===== config.mk =====
export PLATFORM = sky130hd
export DESIGN_NAME = pipe_skid_stage
export DESIGN_NICKNAME = d
export VERILOG_FILES = /design/src/rtl/pipe_pkg.sv /design/src/rtl/pipe_skid_stage.sv
export SDC_FILE = /design/constraint.sdc
export NUM_CORES = 1
export LEC_CHECK = 0
export CAP_MARGIN = 5
export CELL_PAD_IN_SITES_DETAIL_PLACEMENT = 0
export CELL_PAD_IN_SITES_GLOBAL_PLACEMENT = 1
export CORE_MARGIN = 3
export CORE_UTILIZATION = 54
export CTS_BUF_LIST = sky130_fd_sc_hd__clkbuf_4
export DETAILED_ROUTE_END_ITERATION = 16
export DONT_BUFFER_PORTS = 1
export PLACE_DENSITY = 0.95
export REMOVE_ABC_BUFFERS = 1
export SYNTH_ARGS = -nofsm -noshare
export SYNTH_HDL_FRONTEND = slang
export SYNTH_SLANG_ARGS = --single-unit

===== constraint.sdc =====
create_clock -name clk -period 4.1 [get_ports clk]
set_clock_uncertainty 0.2 [all_clocks]
set_input_delay 0.82 -clock clk [delete_from_list [all_inputs] [get_ports clk]]
set_output_delay 0.82 -clock clk [all_outputs]
set_load 0.03 [all_outputs]

===== src/rtl/pipe_pkg.sv =====
// Shared widths and payload layouts for the pipeline stage boundaries.
// Instantiations take DATA_W from the *_W constants so payload and register width stay in step.
package pipe_pkg;

    localparam int XLEN      = 32;
    localparam int REG_IDX_W = 5;
    localparam int CTRL_WB_W = 2;

    localparam int IFID_W  = 2 * XLEN;
    localparam int IDEX_W  = 4 * XLEN + REG_IDX_W;
    localparam int EXMEM_W = 2 * XLEN + REG_IDX_W;
    localparam int MEMWB_W = 2 * XLEN + REG_IDX_W;

    typedef struct packed {
        logic                 reg_write;
        logic                 mem_to_reg;
    } wb_ctrl_t;

    typedef struct packed {
        logic [XLEN-1:0]      pc;
        logic [XLEN-1:0]      instr;
    } ifid_payload_t;

    typedef struct packed {
        logic [XLEN-1:0]      pc;
        logic [XLEN-1:0]      rs1_val;
        logic [XLEN-1:0]      rs2_val;
        logic [XLEN-1:0]      imm;
        logic [REG_IDX_W-1:0] rd;
    } idex_payload_t;

    typedef struct packed {
        logic [XLEN-1:0]      alu_result;
        logic [XLEN-1:0]      store_data;
        logic [REG_IDX_W-1:0] rd;
    } exmem_payload_t;

    typedef struct packed {
        logic [XLEN-1:0]      read_data;
        logic [XLEN-1:0]      alu_addr;
        logic [REG_IDX_W-1:0] rd;
    } memwb_payload_t;

endpackage


===== src/rtl/pipe_skid_stage.sv =====
// Pipeline stage register with valid/ready handshake, optional two-entry skid buffer,
// flush, and control masking so an empty slot never presents non-zero control.
module pipe_skid_stage
    import pipe_pkg::*;
#(
    parameter int DATA_W  = 64,
    parameter int CTRL_W  = CTRL_WB_W,
    parameter bit SKID_EN = 1'b1
) (
    input  logic              clk,
    input  logic              rst,
    input  logic              flush,
    input  logic              in_valid,
    output logic              in_ready,
    input  logic [CTRL_W-1:0] in_ctrl,
    input  logic [DATA_W-1:0] in_data,
    output logic              out_valid,
    input  logic              out_ready,
    output logic [CTRL_W-1:0] out_ctrl,
    output logic [DATA_W-1:0] out_data,
    output logic [1:0]        occupancy
);

    logic              r_m_valid;
    logic [CTRL_W-1:0] r_m_ctrl;
    logic [DATA_W-1:0] r_m_data;
    logic              r_s_valid;
    logic [CTRL_W-1:0] r_s_ctrl;
    logic [DATA_W-1:0] r_s_data;

    logic              w_m_valid_next;
    logic [CTRL_W-1:0] w_m_ctrl_next;
    logic [DATA_W-1:0] w_m_data_next;
    logic              w_s_valid_next;
    logic [CTRL_W-1:0] w_s_ctrl_next;
    logic [DATA_W-1:0] w_s_data_next;

    logic              w_accept;
    logic              w_drain;

    assign w_accept  = in_valid & in_ready;
    assign w_drain   = r_m_valid & out_ready;

    assign out_valid = r_m_valid;
    assign out_ctrl  = r_m_valid ? r_m_ctrl : '0;
    assign out_data  = r_m_data;
    assign occupancy = {1'b0, r_m_valid} + {1'b0, r_s_valid};

    generate
        if (SKID_EN) begin : g_skid
            // in_ready depends only on a register, so downstream ready never reaches upstream.
            assign in_ready = ~r_s_valid;

            always_comb begin
                w_m_valid_next = r_m_valid;
                w_m_ctrl_next  = r_m_ctrl;
                w_m_data_next  = r_m_data;
                w_s_valid_next = r_s_valid;
                w_s_ctrl_next  = r_s_ctrl;
                w_s_data_next  = r_s_data;

                if (w_drain) begin
                    if (r_s_valid) begin
                        w_m_valid_next = 1'b1;
                        w_m_ctrl_next  = r_s_ctrl;
                        w_m_data_next  = r_s_data;
                        if (w_accept) begin
                            w_s_ctrl_next = in_ctrl;
                            w_s_data_next = in_data;
                        end else begin
                            w_s_valid_next = 1'b0;
                            w_s_ctrl_next  = '0;
                        end
                    end else if (w_accept) begin
                        w_m_ctrl_next = in_ctrl;
                        w_m_data_next = in_data;
                    end else begin
                        w_m_valid_next = 1'b0;
                        w_m_ctrl_next  = '0;
                    end
                end else if (w_accept) begin
                    if (r_m_valid) begin
                        // Downstream stalled: park the new beat behind the held one.
                        w_s_valid_next = 1'b1;
                        w_s_ctrl_next  = in_ctrl;
                        w_s_data_next  = in_data;
                    end else begin
                        w_m_valid_next = 1'b1;
                        w_m_ctrl_next  = in_ctrl;
                        w_m_data_next  = in_data;
                    end
                end
            end
        end else begin : g_single
            assign in_ready = ~r_m_valid | out_ready;

            always_comb begin
                w_m_valid_next = r_m_valid;
                w_m_ctrl_next  = r_m_ctrl;
                w_m_data_next  = r_m_data;
                w_s_valid_next = 1'b0;
                w_s_ctrl_next  = '0;
                w_s_data_next  = '0;

                if (w_accept) begin
                    w_m_valid_next = 1'b1;
                    w_m_ctrl_next  = in_ctrl;
                    w_m_data_next  = in_data;
                end else if (w_drain) begin
                    w_m_valid_next = 1'b0;
                    w_m_ctrl_next  = '0;
                end
            end
        end
    endgenerate

    // Flush squashes validity and control but leaves payload in place.
    always_ff @(posedge clk) begin
        if (rst) begin
            r_m_valid <= 1'b0;
            r_m_ctrl  <= '0;
            r_m_data  <= '0;
            r_s_valid <= 1'b0;
            r_s_ctrl  <= '0;
            r_s_data  <= '0;
        end else if (flush) begin
            r_m_valid <= 1'b0;
            r_m_ctrl  <= '0;
            r_s_valid <= 1'b0;
            r_s_ctrl  <= '0;
        end else begin
            r_m_valid <= w_m_valid_next;
            r_m_ctrl  <= w_m_ctrl_next;
            r_m_data  <= w_m_data_next;
            r_s_valid <= w_s_valid_next;
            r_s_ctrl  <= w_s_ctrl_next;
            r_s_data  <= w_s_data_next;
        end
    end

    a_skid_implies_main: assert property (@(posedge clk) disable iff (rst) r_s_valid |-> r_m_valid);

endmodule


Yosys cells after proc, flatten, opt, wreduce, memory -nomap -nowiden
Index checks and enable logic that the tools add are counted.
Widths: inputs -> output; s select.

cells by class
  add/sub/neg operators = 1
  eq/ne operators = 3
  muxes and demuxes = 28
  bitwise logic cells = 4
  reductions and logical operators = 10

operator list
  kind                number
  $mux 64             9
  $mux 2              10
  $mux 1              9
  $reduce_and 4->1    2
  $reduce_and 2->1    3
  $reduce_bool 2->1   3
  $ne 3x3->1 const B  1
  $reduce_and 3->1    1
  $add 1x1->2         1
  $and 1x1->1         2
  $ne 2x1->1 const B  1
  $ne 2x2->1 const B  1
  $not 1->1           2
  $reduce_or 2->1     1

storage, ports and cells
  register bits = 134

Longest topological paths before layout
Gate-level depths: netlist of run 1.

  depth after elaboration = 5
  mapped depth = 6
  gate-level depth less buffers = 3

Least setup slack after synthesis of run 1
OpenSTA, ideal clock, no wires.

  path type = register to output
  start = register r_m_valid (netlist: out_valid)
  end = output out_ctrl[0]
  arrival = 1112 ps
  data required time = 3080 ps
  path slack = 1968 ps
  cell stages (with the launch flop) = 3
  buffers on the path = 1
  cells stage by stage = dfxtp_1 > buf_2 > and2_1

between the ends
  cells in the longest elaborated chain, start to end = 1

RTL lines
  element                   RTL line                RTL
  start: declaration        pipe_skid_stage.sv:24   logic r_m_valid;
  start signal: assignment  pipe_skid_stage.sv:132  r_m_valid <= w_m_valid_next;
  $mux 2                    pipe_skid_stage.sv:45   assign out_ctrl = r_m_valid ? r_m_ctrl : '0;
  end: declaration          pipe_skid_stage.sv:19   output logic [CTRL_W-1:0] out_ctrl,

Every way passes these cells.

Worst setup path after layout of run 1
  start = register r_m_valid (netlist: out_valid)
  end = output occupancy[0]

between the ends
  cells in the longest elaborated chain, start to end = 1

RTL lines
  element           RTL line               RTL
  $add 1x1->2       pipe_skid_stage.sv:47  assign occupancy = {1'b0, r_m_valid} + {1'b0, r_s_valid};
  end: declaration  pipe_skid_stage.sv:21  output logic [1:0] occupancy

Every way passes these cells.

==> results.yml, run 1 <==
status:
  status: "complete, no violations"
global_route:
  track_usage: 0.230
  overflow: 0
  grt_pass1_vias: 4782
  antenna_found_initial: 0
  grt_max_degree: 132
  grt_pass1_wl_mm: 24.0
floorplanning:
  dieWidth_um: 113
  fp.dieArea_um2: 12700
  row_count: 38
  pin_count: 141
  core_region_area_um2: 11000
  die_h_um: 113
  initial_core_util: 0.561
cts:
  clk_path_buf_depth: 2
  htree_levels: 4
  ctsHoldBuffers: 0
  cts.clk_slew.worst_paths_ns: 0.11
  cts_setup_buffers: 0
  cts-buffers-inserted: 17
  insertion_delay_ns: 0.53
  cts_tree: "yes"
  cts.sinks: 134
  cts_resized: 0
  ctsRootBufferMaster: "clkbuf_4"
cells_and_area:
  drive_gt1_frac: 0.170
  antenna_cells: 0
  fin_cells: 734
  syn2layout_area_growth_pct: 1.65
  fillCellCount: 979
  nets: 653
route:
  dr.pass1.iters: 6
  ant_nets: 0
  vias_per_cell: 6.54
  highest_layer: "met4"
  dr_wl_met3_mm: 1.39
  drtIter0Drc: 378
  drt-met1-wl_mm: 6.12
  drt-total-wl_mm: 14.8
  wl_met2_mm: 7.12
  vias: 4797
  routedWlPerCell_um: 20.2
  route.detailed.drc: 0
min_path:
  hp-class: "input pin to flop"
placement:
  gp_congestion: 0.762
  dp_cells: 702
  io_buffers: 0
  hpwl_mm: 8.49
run:
  cap_violations: 0
worst_setup_path:
  cp.arrival_ns: 1.90
  criticalPathCategory: "flop to output pin"
  critPathRequiredTime_ns: 3.08
  crit_family: "flip-flops"
  cp-end-kind: "output pin"
  crit_fanout: 16
  worst-path-buf-inv: 0
  cpMaxStageDelayCell: "dfxtp_1"
  cpPeakStageDelay_ns: 0.91
  path_cells: "ha_1"
  crit_path_start_kind: "flop"
pwr:
  seqPwrFrac: 0.573
  p_int_uw: 1860
  p_clk_frac: 0.347
  power_uw: 2570
  switching_share: 0.276
  combPwrFrac: 0.079
  leakagePower_uw: 0.00234
  irDropWorstVdd_v: 0.000215
  p_sw_uw: 711
  power.density_nw_per_um2: 411
timing:
  slew_viol_final: 0
  fmax_ghz: 0.342
  relSlewSlack: 0.273
  min_period_over_period: 0.712
  finalHoldViolations: 0
  min_period_ns: 2.92
  setup_violations: 0
  finalSetupTns_ns: 0
  worst_pin_slew_ns: 1.09
  rsz0062_at_grt: "no"
logic_synthesis:
  synth_area_leaders: "dfxtp_1 (44%), a211oi_2 (12%), mux2i_1 (10%)"
  avgSynthCellArea_um2: 9.65
  synth_cell_type_count: 34
  seq_area_frac_synth: 0.436
  netlist_top_cells_count: "dfxtp_1 (134), nand3_1 (66), a21oi_1 (65), a31oi_1 (64), mux2i_1 (64)"
  synth_top_area_cell: "dfxtp_1"
  synthFlopType: "dfxtp_1"
  netlist_instances: 638
  synth-seq-cells: 134
  synth_top_area_share: 0.436
  ys_async_sr_fraction: 0
  synth_most_common_cell: "dfxtp_1"
  synthesis.area_um2: 6160
  yosys_warnings: 0
  synth-edff-count: 0
==> routing by layer <==
| layer | vias up | track usage |
|---|---|---|
| li1 | 2300 | - |
| met1 | 2333 | 0.273 |
| met2 | 146 | 0.371 |
| met4 | 0 | 0.0849 |
| met3 | 18 | 0.0963 |
| met5 | - | 0 |
==> metrics by stage <==
step / util / hold WS [ns] / worst slack, ns / instance area [um2]
finish: 0.570 / 0.145 / 1.18 / 6260
global route: 0.570 / 0.0780 / 1.04 / 6260
CTS: 0.570 / 0.0938 / 1.11 / 6260
detailed placement: 0.544 / 0.261 / 1.32 / 5970
global placement: 0.544 / 0.247 / 1.42 / 5970
floorplan: - / 0.236 / -1.32 / 5710
==> final cells by class <==
cell class | count | area [um2] | area share
clock buffers | 20 | 150 | 0.0240
clock inverters | 12 | 135 | 0.0216
inverters | 2 | 8.76 | 0.00140
multi-input cells | 420 | 3050 | 0.487
flip-flops and latches | 134 | 2680 | 0.429
well taps | 140 | 175 | 0.0280
repair buffers | 6 | 57.6 | 0.00920
==> placed cells by master (no fill, tap or decap), types with 2 or more instances in the layout <==
cell	count
nor2_1	2
nand2_1	3
mux2i_1	64
nand3_1	66
a31oi_1	64
nor3_1	5
a211oi_2	60
and2_1	3
a211oi_1	4
o21ai_0	26
buf_4	5
a2111oi_0	2
a21oi_1	65
clkinv_1	4
clkbuf_4	20
bufinv_16	3
clkinvlp_4	2
dfxtp_1	134
clkinv_2	4
o21ai_1	42
==> sequential cells by signal, indices dropped and copies added, names as in the netlist <==
name       cells
out_data      64
out_valid      1
r_m_ctrl       2
r_s_ctrl       2
r_s_data      64
r_s_valid      1
==> power by group through the flow <==
| stage | clock network [uW] | logic, uW | registers, uW |
|---|---|---|---|
| 2_1_floorplan | 0 | 165 | 1490 |
| 3_3_place_gp | 0 | 192 | 1500 |
| 3_5_place_dp | 0 | 203 | 1510 |
| 4_1_cts | 918 | 204 | 1480 |
| 5_1_grt | 970 | 226 | 1480 |
| 6_report | 895 | 204 | 1480 |
==> final timing paths <==
kind / slack (ns) / start / to / cells after the start
setup / recovery: 1.18 / out_valid / occupancy[0] / 1
hold / removal: 0.14 / rst / out_data[10] / 1
setup reg to reg: 1.34 / out_valid / r_s_data[51] / 4
hold reg to reg: 0.28 / r_s_data[63] / r_s_data[63] / 2
==> cells by family after synthesis <==
kind of cell             after synthesis  synth area share
multiplexers                          65             0.106
AND/OR/NAND/NOR                       89            0.0770
flip-flops                           134             0.436
adder cells (fa/ha/maj)                1           0.00203
buffers and inverters                 84            0.0742
AO/OA/AOI/OAI                        265             0.305
Note: power is estimated with default switching activity, not from simulation.
==> run 2: changes to the inputs <==
--- a/config.mk
+++ b/config.mk
@@ -5,15 +5,16 @@
 export SDC_FILE = /design/constraint.sdc
 export NUM_CORES = 1
 export LEC_CHECK = 0
+export ABC_AREA = 1
 export CAP_MARGIN = 5
 export CELL_PAD_IN_SITES_DETAIL_PLACEMENT = 0
 export CELL_PAD_IN_SITES_GLOBAL_PLACEMENT = 1
 export CORE_MARGIN = 3
-export CORE_UTILIZATION = 54
+export CORE_UTILIZATION = 45
 export CTS_BUF_LIST = sky130_fd_sc_hd__clkbuf_4
 export DETAILED_ROUTE_END_ITERATION = 16
 export DONT_BUFFER_PORTS = 1
-export PLACE_DENSITY = 0.95
+export PLACE_DENSITY = 0.89
 export REMOVE_ABC_BUFFERS = 1
 export SYNTH_ARGS = -nofsm -noshare
 export SYNTH_HDL_FRONTEND = slang
==> constraint.sdc (replaced) <==
create_clock -name clk -period 2.89 [get_ports clk]
set_clock_uncertainty 0.2 [all_clocks]
set_input_delay 0.578 -clock clk [delete_from_list [all_inputs] [get_ports clk]]
set_output_delay 0.578 -clock clk [all_outputs]
set_load 0.03 [all_outputs]
==> results.yml, run 2 <==
timing:
  worst_pin_slew_ns: 0.492
  setup_ws_ns: 0.559
  slew_viol_final: 0
  min_period_over_period: 0.807
  rsz0062_at_grt: "no"
  hold-worst-slack_ns: 0.0669
  fmax_ghz: 0.429
  relSlewSlack: 0.672
  setup_violations: 0
  finalHoldViolations: 0
  min_period_ns: 2.33
cts:
  cts_resized: 0
  cts.clk_slew.worst_paths_ns: 0.09
  ctsRootBufferMaster: "clkbuf_4"
  cts.sinks: 134
  clk_path_buf_depth: 2
  insertion_delay_ns: 0.53
  htree_levels: 4
  cts_tree: "yes"
  cts-buffers-inserted: 17
cells_and_area:
  antenna_cells: 0
  utilization: 0.542
  final_common_cell: "nand2_1"
  syn2layout_area_growth_pct: 16.2
  nets: 1062
  final_cell_mix: "nand2_1 (336), nor2_1 (266), dfxtp_1 (134)"
  fin_cells: 1172
  drive_gt1_frac: 0.0480
  finalInstanceArea_um2: 6930
worst_setup_path:
  cp-end-kind: "output pin"
  criticalPathCategory: "flop to output pin"
  worst-path-buf-inv: 0
  cpMaxStageDelayCell: "dfxtp_1"
  path_cells: "ha_1"
  r2r-start: "out_valid"
  ff2ff_path_depth: 8
  crit_family: "flip-flops"
  cpPeakStageDelay_ns: 0.61
  crit_path_start_kind: "flop"
  critPathRequiredTime_ns: 2.11
  cp.arrival_ns: 1.55
  r2r_end: "out_data[40]"
  r2r_setup_slack_ns: 0.82
  crit_fanout: 7
global_route:
  track_usage: 0.202
  grt_pass1_wl_mm: 24.0
  grt_pass1_vias: 4994
  antenna_found_initial: 0
  grt_max_degree: 67
  overflow: 0
logic_synthesis:
  avgSynthCellArea_um2: 6.30
  synth_area_leaders: "dfxtp_1 (45%), nand2_1 (21%), nor2_1 (17%)"
  synth-seq-cells: 134
  synth_top_area_cell: "dfxtp_1"
  netlist_instances: 946
  yosys_warnings: 0
  synth-edff-count: 0
  ys_async_sr_fraction: 0
  synthesis.area_um2: 5960
  netlist_top_cells_count: "nand2_1 (338), nor2_1 (266), dfxtp_1 (134), inv_1 (74), o21ai_0 (38)"
  seq_area_frac_synth: 0.450
  synthFlopType: "dfxtp_1"
  synth_cell_type_count: 18
  synth_top_area_share: 0.450
  synth_most_common_cell: "nand2_1"
pwr:
  leakagePower_uw: 0.00338
  irDropWorstVdd_v: 0.000269
  power.density_nw_per_um2: 513
floorplanning:
  fp.dieArea_um2: 14700
  row_count: 41
  core_region_area_um2: 12800
  pin_count: 141
  initial_core_util: 0.467
  dieWidth_um: 121
  die_h_um: 121
min_path:
  worstHoldEndpoint: "r_m_ctrl[1]"
  hp-class: "input pin to flop"
  worstHoldStart: "in_ctrl[1]"
  min_delay_path_depth: 4
route:
  vias_per_cell: 4.61
  vias: 5405
  drt-total-wl_mm: 14.3
  drtIter0Drc: 378
  dr.pass1.iters: 5
  ant_nets: 0
  routedWlPerCell_um: 12.2
  route.detailed.drc: 0
placement:
  dpl_cell_area_um2: 6020
  place_ws_ns: 0.787
  gp_congestion: 0.765
  hpwl_mm: 8.43
  io_buffers: 0
  dp_cells: 1077
status:
  status: "complete, no violations"
run:
  cap_violations: 0
-- run 2: cells by family (layout without fill, tap and decap cells) --
group | after synthesis | count (layout) | synth area share
AOI/OAI and AO/OA | 71 | 71 | 0.0603
buffers and inverters | 130 | 184 | 0.101
and+or+nand+nor | 610 | 610 | 0.386
DFF | 134 | 134 | 0.450
adders and majority gates | 1 | 1 | 0.00210
-- run 2: how the worst max path moves through the flow --
stage | from | to | slack (ns) | depth (start not counted)
finish | out_valid | occupancy[0] | 0.56 | 1
global route | out_valid | occupancy[0] | 0.43 | 1
CTS | out_valid | occupancy[0] | 0.47 | 1
detailed placement | out_valid | out_data[60] | 0.79 | 7
global placement | out_valid | out_data[15] | 0.86 | 8
floorplan | out_valid | out_data[0] | -0.53 | 7
-- run 2: final cells by class --
class | count | area (um2)
fillers | 1340 | 5850
multi-input cells | 682 | 2690
flip-flops and latches | 134 | 2680
repair buffers | 79 | 808
inverters | 76 | 288
well taps | 172 | 215
clock buffers | 21 | 158
clock inverters | 8 | 85.1
-- run 2: timing repair --
action                     CTS  global route
hold endpoints to repair    68             0
setup buffers                0             0
hold buffers                66             0
setup endpoints to repair    0             0
-- run 2: worst reg2reg max path, delay by kind of cell (launching register included) --
| kind | cells | cell delay [ns] |
|---|---|---|
| simple gates | 6 | 0.72 |
| flops | 1 | 0.61 |
| buf+inv | 2 | 0.45 |
-- run 2: metrics by stage --
stage          total power [uW]  setup TNS [ns]
2_1_floorplan              2320          -33.71
3_3_place_gp               2380               0
3_5_place_dp               2380               0
4_1_cts                    3620               0
5_1_grt                    3760               0
6_report                   3560               0
-- run 2: routing by layer --
layer	track usage	vias to the layer above	part of all wire
met5	0	-	0
met4	0.0722	0	0.016
met3	0.0648	18	0.074
met2	0.313	132	0.45
met1	0.263	2351	0.46
li1	-	2904	-
-- run 2: report_power, final --
group,internal (uW),switching [uW],total (uW)
Sequential,1910,151,2060
Clock,524,616,1140
Combinational,161,191,351
==> run 3: changes to the inputs <==
--- a/config.mk
+++ b/config.mk
@@ -5,12 +5,12 @@
 export SDC_FILE = /design/constraint.sdc
 export NUM_CORES = 1
 export LEC_CHECK = 0
-export ABC_AREA = 1
+export ABC_AREA = 0
 export CAP_MARGIN = 5
 export CELL_PAD_IN_SITES_DETAIL_PLACEMENT = 0
 export CELL_PAD_IN_SITES_GLOBAL_PLACEMENT = 1
 export CORE_MARGIN = 3
-export CORE_UTILIZATION = 45
+export CORE_UTILIZATION = 50
 export CTS_BUF_LIST = sky130_fd_sc_hd__clkbuf_4
 export DETAILED_ROUTE_END_ITERATION = 16
 export DONT_BUFFER_PORTS = 1
==> constraint.sdc (replaced) <==
create_clock -name clk -period 2.4 [get_ports clk]
set_clock_uncertainty 0.2 [all_clocks]
set_input_delay 0.48 -clock clk [delete_from_list [all_inputs] [get_ports clk]]
set_output_delay 0.48 -clock clk [all_outputs]
set_load 0.03 [all_outputs]
==> results.yml, run 3 (synthesis results as in run 1) <==
cts:
  cts_setup_buffers: 0
  cts.clk_slew.worst_paths_ns: 0.12
  insertion_delay_ns: 0.53
  cts_tree: "yes"
  clk_path_buf_depth: 2
  ctsRootBufferMaster: "clkbuf_4"
  cts.sinks: 134
  cts-buffers-inserted: 17
  htree_levels: 4
cells_and_area:
  final_cell_mix: "dfxtp_1 (132), dlygate4sd3_1 (110), nand3_1 (66)"
  fin_cells: 860
  final_common_cell: "dfxtp_1"
  utilization: 0.645
  finalInstanceArea_um2: 7550
  syn2layout_area_growth_pct: 22.7
  drive_gt1_frac: 0.163
  nets: 775
placement:
  hpwl_mm: 9.18
  io_buffers: 0
  dp_cells: 715
  dpl_cell_area_um2: 6090
  gp_congestion: 0.778
min_path:
  hp-class: "input pin to flop"
pwr:
  power.density_nw_per_um2: 618
  irDropWorstVdd_v: 0.000410
  leakagePower_uw: 0.00301
worst_setup_path:
  crit_fanout: 35
  cp-end-kind: "flop"
  critPathRequiredTime_ns: 2.68
  cp.arrival_ns: 2.63
  criticalPathCategory: "flop to flop"
  crit_path_start_kind: "flop"
run:
  cap_violations: 0
timing:
  min_period_over_period: 0.981
  fmax_ghz: 0.425
  slew_viol_final: 0
  rsz0062_at_grt: "no"
  worst_pin_slew_ns: 0.518
  hold-worst-slack_ns: 0.0549
  relSlewSlack: 0.654
  min_period_ns: 2.35
  finalHoldViolations: 0
  setup_violations: 0
floorplanning:
  fp.dieArea_um2: 13700
  core_region_area_um2: 11700
  initial_core_util: 0.526
  die_h_um: 117
  dieWidth_um: 117
  pin_count: 141
  row_count: 39
route:
  drtIter0Drc: 437
  drt-total-wl_mm: 18.3
  vias_per_cell: 6.48
  route.detailed.drc: 0
  dr.pass1.iters: 5
  vias: 5574
  ant_nets: 0
  routedWlPerCell_um: 21.3
global_route:
  grt_pass1_vias: 5817
  grt_max_degree: 78
  track_usage: 0.273
  grt_util_met1: 0.334
  antenna_found_initial: 0
  globalRouteMet3Util: 0.0941
  overflow: 0
  busiest_layer: "met2"
  use_met2: 0.444
  grt_pass1_wl_mm: 29.4
status:
  status: "complete, no violations"
[run 3: cell types whose count changed in the layout (fill, tap and decap cells not counted), sizes merged, moves of 64 or more]
cell	change
a31oi	+64
inv	-75
nand2	-338
a211oi	+64
nand3	+66
nor2	-265
mux2i	+64
[run 3: path summary, 6_finish.rpt]
kind / startpoint / end / depth (start not counted) / slack, ns
setup reg to reg: out_valid / out_data[21] / 5 / 0.05
hold reg to reg: r_s_data[15] / r_s_data[15] / 2 / 0.28
hold / removal: in_data[54] / out_data[54] / 2 / 0.05
setup / recovery: out_valid / out_data[21] / 5 / 0.05
[run 3: timing repair]
item | 4_1_cts | 5_1_grt
endpoints found under the setup margin | 2 | 52
cloned | 0 | 0
endpoints found under the hold margin | 134 | 0
gates resized for setup | 1 | 4
hold buffers | 112 | 0
[run 3: report_power, final]
group | internal (uW) | switching, uW | total [uW]
logic | 280 | 309 | 589
registers | 2310 | 213 | 2520
clock network | 707 | 850 | 1560
total | 3300 | 1370 | 4670
[run 3: metal layers]
metal / vias up / wire, um / part of all wire
li1: 2549 / - / -
met1: 2757 / 7530 / 0.41
met2: 235 / 8910 / 0.49
met3: 33 / 1500 / 0.082
met4: 0 / 348 / 0.019
met5: - / 0 / 0
[run 3: final cells by class]
cell class | count | area [um2]
Fill cell | 927 | 4160
Clock inverter | 15 | 163
Tap cell | 143 | 179
Antenna cell | 1 | 2.50
Multi-Input combinational cell | 420 | 3050
Sequential cell | 134 | 2690
Timing Repair Buffer | 128 | 1340
Clock buffer | 17 | 128
Inverter | 2 | 8.76
[run 3: critical path, stage by stage (launching register included)]
cell and delay (ns):
dfxtp_2 0.46, nand2b_2 0.26, and3_4 0.30, buf_12 0.18, a211oi_1 0.26, dlygate4sd3_1 0.61
[run 3: per-stage QoR]
| step | power, uW | worst slack (ns) | TNS (ns) |
|---|---|---|---|
| after floorplan | 2830 | -2.68 | -205.57 |
| after global placement | 2920 | 0.542 | 0 |
| after detailed placement | 2940 | 0.478 | 0 |
| after CTS | 4670 | 0.00527 | 0 |
| after global routing | 4860 | 0.000401 | 0 |
| final | 4670 | 0.0463 | 0 |
